`config.mk`:
```
export PLATFORM = sky130hd
export DESIGN_NAME = time_counter
export DESIGN_NICKNAME = d
export VERILOG_FILES = /design/src/rtl/time_counter.sv
export SDC_FILE = /design/constraint.sdc
export NUM_CORES = 1
export LEC_CHECK = 0
export CAP_MARGIN = 40
export CORE_MARGIN = 4
export CORE_UTILIZATION = 38
export DETAILED_ROUTE_END_ITERATION = 8
export PLACE_DENSITY = 0.76
export SLEW_MARGIN = 5
export SYNTH_ARGS = -nofsm -noshare
export SYNTH_HDL_FRONTEND = slang
export SYNTH_SLANG_ARGS = --single-unit
```
`constraint.sdc`:
```
create_clock -name CLK -period 2.1 [get_ports CLK]
set_clock_uncertainty 0.1 [all_clocks]
set_input_delay 0.315 -clock CLK [delete_from_list [all_inputs] [get_ports CLK]]
set_output_delay 0.315 -clock CLK [all_outputs]
set_load 0.01 [all_outputs]
```
`src/rtl/time_counter.sv`:
```
// time_counter: packed-BCD hh:mm:ss time of day advanced by rising edges of CP.
// Optional alarm logic is built only when TIME_COUNTER_ALARM_EN is defined.
module time_counter #(
    parameter int HOUR_MAX  = 23,
    parameter int ALARM_LEN = 30
) (
    input  logic        CLK,
    input  logic        reset,
    input  logic        CP,
    input  logic        run,
    input  logic        set_valid,
    input  logic [23:0] set_time,
    output logic        set_ready,
    output logic        set_err,
    output logic [7:0]  hh,
    output logic [7:0]  mm,
    output logic [7:0]  ss,
    output logic        tick,
    output logic        day_wrap,
    input  logic        alarm_valid,
    input  logic [23:0] alarm_time,
    input  logic        alarm_ack,
    output logic        alarm_on
);

    localparam logic [7:0] HMAX_BCD =
        8'(((HOUR_MAX / 10) << 4) | (HOUR_MAX % 10));

    typedef enum logic [1:0] {
        INIT,
        RUN,
        HOLD
    } state_t;

    state_t      state;
    state_t      state_nx;
    logic        cp_q;
    logic        cp_edge;
    logic        set_blk;
    logic        set_acc;
    logic        set_ok;
    logic        adv;
    logic        wrap;
    logic [23:0] t_inc;

    function automatic logic bcd_ok(input logic [23:0] t);
        return (t[23:20] <= 4'd9) && (t[19:16] <= 4'd9) &&
               (t[15:12] <= 4'd5) && (t[11:8] <= 4'd9) &&
               (t[7:4] <= 4'd5) && (t[3:0] <= 4'd9) &&
               (t[23:16] <= HMAX_BCD);
    endfunction

    function automatic logic [7:0] inc_bcd(input logic [7:0] v);
        if (v[3:0] == 4'd9)
            return {v[7:4] + 4'd1, 4'd0};
        else
            return {v[7:4], v[3:0] + 4'd1};
    endfunction

    assign cp_edge   = CP & ~cp_q;
    assign set_ready = (state != INIT) & ~set_blk;
    assign set_acc   = set_valid & set_ready;
    assign set_ok    = set_acc & bcd_ok(set_time);
    // An accepted set (valid or not) swallows a coincident second edge.
    assign adv       = (state == RUN) & run & cp_edge & ~set_acc;

    always_comb begin
        t_inc = {hh, mm, inc_bcd(ss)};
        wrap  = 1'b0;
        if (ss == 8'h59) begin
            t_inc[7:0]  = 8'h00;
            t_inc[15:8] = inc_bcd(mm);
            if (mm == 8'h59) begin
                t_inc[15:8]  = 8'h00;
                t_inc[23:16] = inc_bcd(hh);
                if (hh == HMAX_BCD) begin
                    t_inc[23:16] = 8'h00;
                    wrap         = 1'b1;
                end
            end
        end
    end

    always_comb begin
        state_nx = state;
        unique case (state)
            INIT:    state_nx = RUN;
            RUN:     if (!run) state_nx = HOLD;
            HOLD:    if (run) state_nx = RUN;
            default: state_nx = INIT;
        endcase
    end

    always_ff @(posedge CLK or posedge reset) begin
        if (reset) begin
            state    <= INIT;
            cp_q     <= 1'b1;
            set_blk  <= 1'b0;
            set_err  <= 1'b0;
            tick     <= 1'b0;
            day_wrap <= 1'b0;
            hh       <= 8'h00;
            mm       <= 8'h00;
            ss       <= 8'h00;
        end else begin
            state    <= state_nx;
            cp_q     <= CP;
            set_blk  <= set_acc;
            set_err  <= set_acc & ~set_ok;
            tick     <= adv;
            day_wrap <= adv & wrap;
            if (set_ok)
                {hh, mm, ss} <= set_time;
            else if (adv)
                {hh, mm, ss} <= t_inc;
        end
    end

`ifdef TIME_COUNTER_ALARM_EN
    logic [23:0] alarm_q;
    logic [7:0]  alarm_cnt;
    logic [23:0] t_nx;
    logic        match;

    assign t_nx  = set_ok ? set_time : t_inc;
    assign match = (set_ok | adv) & (t_nx == alarm_q);

    always_ff @(posedge CLK or posedge reset) begin
        if (reset) begin
            alarm_q   <= 24'h000000;
            alarm_cnt <= 8'd0;
            alarm_on  <= 1'b0;
        end else begin
            if (alarm_valid && bcd_ok(alarm_time))
                alarm_q <= alarm_time;
            if (alarm_ack) begin
                alarm_on  <= 1'b0;
                alarm_cnt <= 8'd0;
            end else if (match) begin
                alarm_on  <= 1'b1;
                alarm_cnt <= 8'(ALARM_LEN);
            end else if (alarm_on && adv) begin
                alarm_cnt <= alarm_cnt - 8'd1;
                if (alarm_cnt == 8'd1)
                    alarm_on <= 1'b0;
            end
        end
    end
`else
    logic unused_alarm;
    assign unused_alarm = ^{alarm_valid, alarm_time, alarm_ack, 8'(ALARM_LEN)};
    assign alarm_on     = 1'b0;
`endif

endmodule
```
==> flow_metrics.env, run 1 <==
export IMPL_status="finished, final reports clean"
export IMPL_hold_class="input pin to flop"
export IMPL_vias=2065
export IMPL_fillers=426
export IMPL_yosysWarningCount=0
export IMPL_crit_arrival_ps=2170
export IMPL_yosysTopAreaCellShare=0.3849
export IMPL_postPlaceCellArea_um2=2930
export IMPL_gp_congestion=0.8935
export IMPL_fin_area_um2=3078
export IMPL_synth_edff_count=0
export IMPL_cts_tree="yes"
export IMPL_area_growth_pct=57.79
export IMPL_min_from="set_time[6]"
export IMPL_netlist_instances=220
export IMPL_avgSynthCellArea_um2=8.866
export IMPL_drt_pass1_iterations=4
export IMPL_synth_nets=287
export IMPL_crit_type="flop to flop"
export IMPL_synth_area_um2=1951
export IMPL_cp_start_kind="flop"
export IMPL_cp_max_fo=3
export IMPL_power_switching_mw=0.5864
export IMPL_finish_utilization=0.6348
export IMPL_fp_dieH_um=79.65
export IMPL_port_buffers=56
export IMPL_ys_seq_area_frac=0.3983
export IMPL_io_pins=84
export IMPL_ys_types=52
export IMPL_drive_above_1_share=0.2346
export IMPL_nets=390
export IMPL_finalMaxSlewViolations=0
export IMPL_grt_usage=0.1911
export IMPL_cts_buffers=5
export IMPL_grt_max_degree=32
export IMPL_synthTopCellsByCount="dfrtp_1 (30), nand2_1 (20), o21ai_0 (19)"
export IMPL_htree_levels=2
export IMPL_synthArstFlopShare=1.000
export IMPL_fmax_mhz=476.3
export IMPL_irDropWorstVdd_mv=0.3299
export IMPL_seq_power_share=0.406
export IMPL_powerDensity_nw_per_um2=611.1
export IMPL_grt_pass1_vias=2092
export IMPL_cp_end_kind="flop"
export IMPL_fin_crit_ps=2100
export IMPL_synth_top_cells_by_area="dfrtp_1 (38%), ha_1 (7.7%), o21ai_0 (4.9%), nand2_1 (3.8%), nor2_1 (3.5%)"
export IMPL_post_route_period_util=0.9999
export IMPL_first_iter_violations=126
export IMPL_clock_latency_ps=290
export IMPL_clkSlewWorstSetupHoldPaths_ps=70
export IMPL_synth_main_ff_cell="dfrtp_1"
export IMPL_hold_viol_final=0
export IMPL_initial_core_util=0.4023
export IMPL_finalPower_mw=1.881
export IMPL_synth_area_leader_cell="dfrtp_1"
export IMPL_design_core_area_um2=4848
export IMPL_worstSetupStartpoint="hh[4]$_DFFE_PP0P_"
export IMPL_yosysMostFrequentCell="dfrtp_1"
export IMPL_antenna_cells=0
export IMPL_clkPwrFrac=0.266
export IMPL_die_area_um2=6343
export IMPL_cpPeakStageDelay_ps=480
export IMPL_worst_endpoint_required_ps=2170
export IMPL_p_leak_nw=1.441
export IMPL_antenna_found_initial=0
export IMPL_clock_path_buffers=2
export IMPL_grt_overflow=0
export IMPL_combPwrFrac=0.328
export IMPL_ant_nets=0
export IMPL_maxCapViolCount=0
export IMPL_ys_ff_latch=31
export IMPL_p_sw_frac=0.3118
export IMPL_cp_slowest_cell="or4b_4"
export IMPL_rsz0062_at_grt="yes"
export IMPL_grt_pass1_wl_um=9591
export IMPL_drcViolationCount=0
export IMPL_cp_cell_sequence="inv_2, ha_1, or4b_4, o21a_4, nor3_4, nor3b_1, or3b_1"
export IMPL_p_int_mw=1.295
export IMPL_clock_sinks=31
export IMPL_r2r_start="hh[4]$_DFFE_PP0P_"
export IMPL_die_x_um=79.65
export IMPL_via_per_inst=5.281
export IMPL_wl_um=5797
export IMPL_cts_root_buffer="clkbuf_8"
export IMPL_wire_per_inst_um=14.83
export IMPL_place_hpwl_um=4176
export IMPL_setup_violations=0
export IMPL_rows=25
-- power by group through the flow --
stage,logic (mW),registers (mW),clock network (mW)
after CTS,0.624,0.762,0.504
final,0.618,0.763,0.500
after global routing,0.685,0.774,0.532
after floorplan,0.216,0.809,0
after detailed placement,0.620,0.772,0
after global placement,0.606,0.769,0
-- logic make-up after synthesis --
kind of cell / count (synthesis) / synth area share
other cells: 1 / 0.001922
simple gates: 98 / 0.2809
xor+xnor: 1 / 0.004491
mux: 4 / 0.02053
fa+ha+maj: 12 / 0.07697
flops: 31 / 0.3983
compound gates: 50 / 0.1661
buf+inv: 23 / 0.05067
-- cells in the final DEF (no fill, tap or decap), types with 2 or more instances in the layout --
master,count
nor2b_1,2
nor2_1,18
o21ai_2,2
a21oi_1,8
nand2_1,20
nor3_1,9
and3b_1,4
o211ai_1,3
o21ai_1,4
or4_1,3
o31ai_2,2
nand3b_1,3
or3_1,3
mux2i_1,4
inv_2,2
clkdlybuf4s50_1,43
dlymetal6s2s_1,7
o21ai_0,13
inv_1,13
dlygate4sd2_1,6
or2_2,2
nor4_1,3
ha_1,12
buf_4,47
o311ai_0,4
clkbuf_8,6
dfrtp_1,30
nand3_1,11
a31oi_1,5
nand4_1,5
-- worst paths after layout --
| check | endpoint | slack [ps] | cells after the start |
|---|---|---|---|
| hold / removal | ss[6]$_DFFE_PP0P_ | 240 | 3 |
| max in group asynchronous | cp_q$_DFF_PP1_ | 1260 | 3 |
| setup reg to reg | hh[6]$_DFFE_PP0P_ | 0.3 | 7 |
| hold reg to reg | mm[7]$_DFFE_PP0P_ | 450 | 1 |
| min in group asynchronous | mm[7]$_DFFE_PP0P_ | 320 | 3 |
| setup / recovery | hh[6]$_DFFE_PP0P_ | 0.3 | 7 |
-- sequential cells by signal (all words and copies together), names as in the netlist --
register	cells
hh	8
mm	8
ss	8
state	2
tick	1
cp_q	1
day_wrap	1
set_blk	1
set_err	1
-- layout make-up --
| type | instances | area (um^2) | share of cell area |
|---|---|---|---|
| inverter | 15 | 56.30 | 0.01829 |
| clock inverter | 1 | 5.005 | 0.001626 |
| timing repair buffer | 104 | 943.4 | 0.3065 |
| clock buffer | 7 | 86.33 | 0.02805 |
| sequential | 31 | 777.0 | 0.2524 |
| tap | 67 | 83.83 | 0.02724 |
| multi-input combinational | 166 | 1126 | 0.3659 |
-- timing repair --
action | CTS | global route
resized for setup | 12 | 14
buffers inserted | 1 | 1
hold endpoints to repair | 0 | 0
setup endpoints to repair | 8 | 16
pin swaps | 8 | 6
hold buffers | 0 | 0
-- critical path: cells and delay by family, from the launching register on --
family / cells / cell delay, ps
compound gates: 1 / 230
simple gates: 4 / 1040
fa+ha+maj: 1 / 150
buf+inv: 1 / 70
flops: 1 / 400
-- per-layer routing --
layer,vias to the layer above,GRT usage,routed length (um)
li1,1004,-,-
met1,988,0.2500,2655
met2,63,0.3072,2755
met3,10,0.03950,303
met4,0,0.07560,81
met5,-,0,0
-- per-stage QoR --
| step | hold WS [ps] | cells | setup TNS [ps] | worst slack (ps) |
|---|---|---|---|---|
| 2_1_floorplan | 219.5 | 220 | -37.90 | -32.31 |
| 3_3_place_gp | 391.9 | 381 | -4357 | -366.1 |
| 3_5_place_dp | 406.5 | 381 | -6660 | -470.6 |
| 4_1_cts | 314.6 | 390 | -25.74 | -22.07 |
| 5_1_grt | 250.3 | 391 | -97.39 | -53.07 |
| 6_report | 242.3 | 391 | 0 | 0.3098 |
Note: power is estimated with default switching activity, not from simulation.
==> run 2, diff against run 1 <==
--- a/config.mk
+++ b/config.mk
@@ -8,6 +8,7 @@
 export CAP_MARGIN = 40
 export CORE_MARGIN = 4
 export CORE_UTILIZATION = 38
+export CTS_CLUSTER_DIAMETER = 200
 export DETAILED_ROUTE_END_ITERATION = 8
 export PLACE_DENSITY = 0.76
 export SLEW_MARGIN = 5
==> results of run 2 <==
The final DEF is identical to that of run 1; final timing and power are the same.
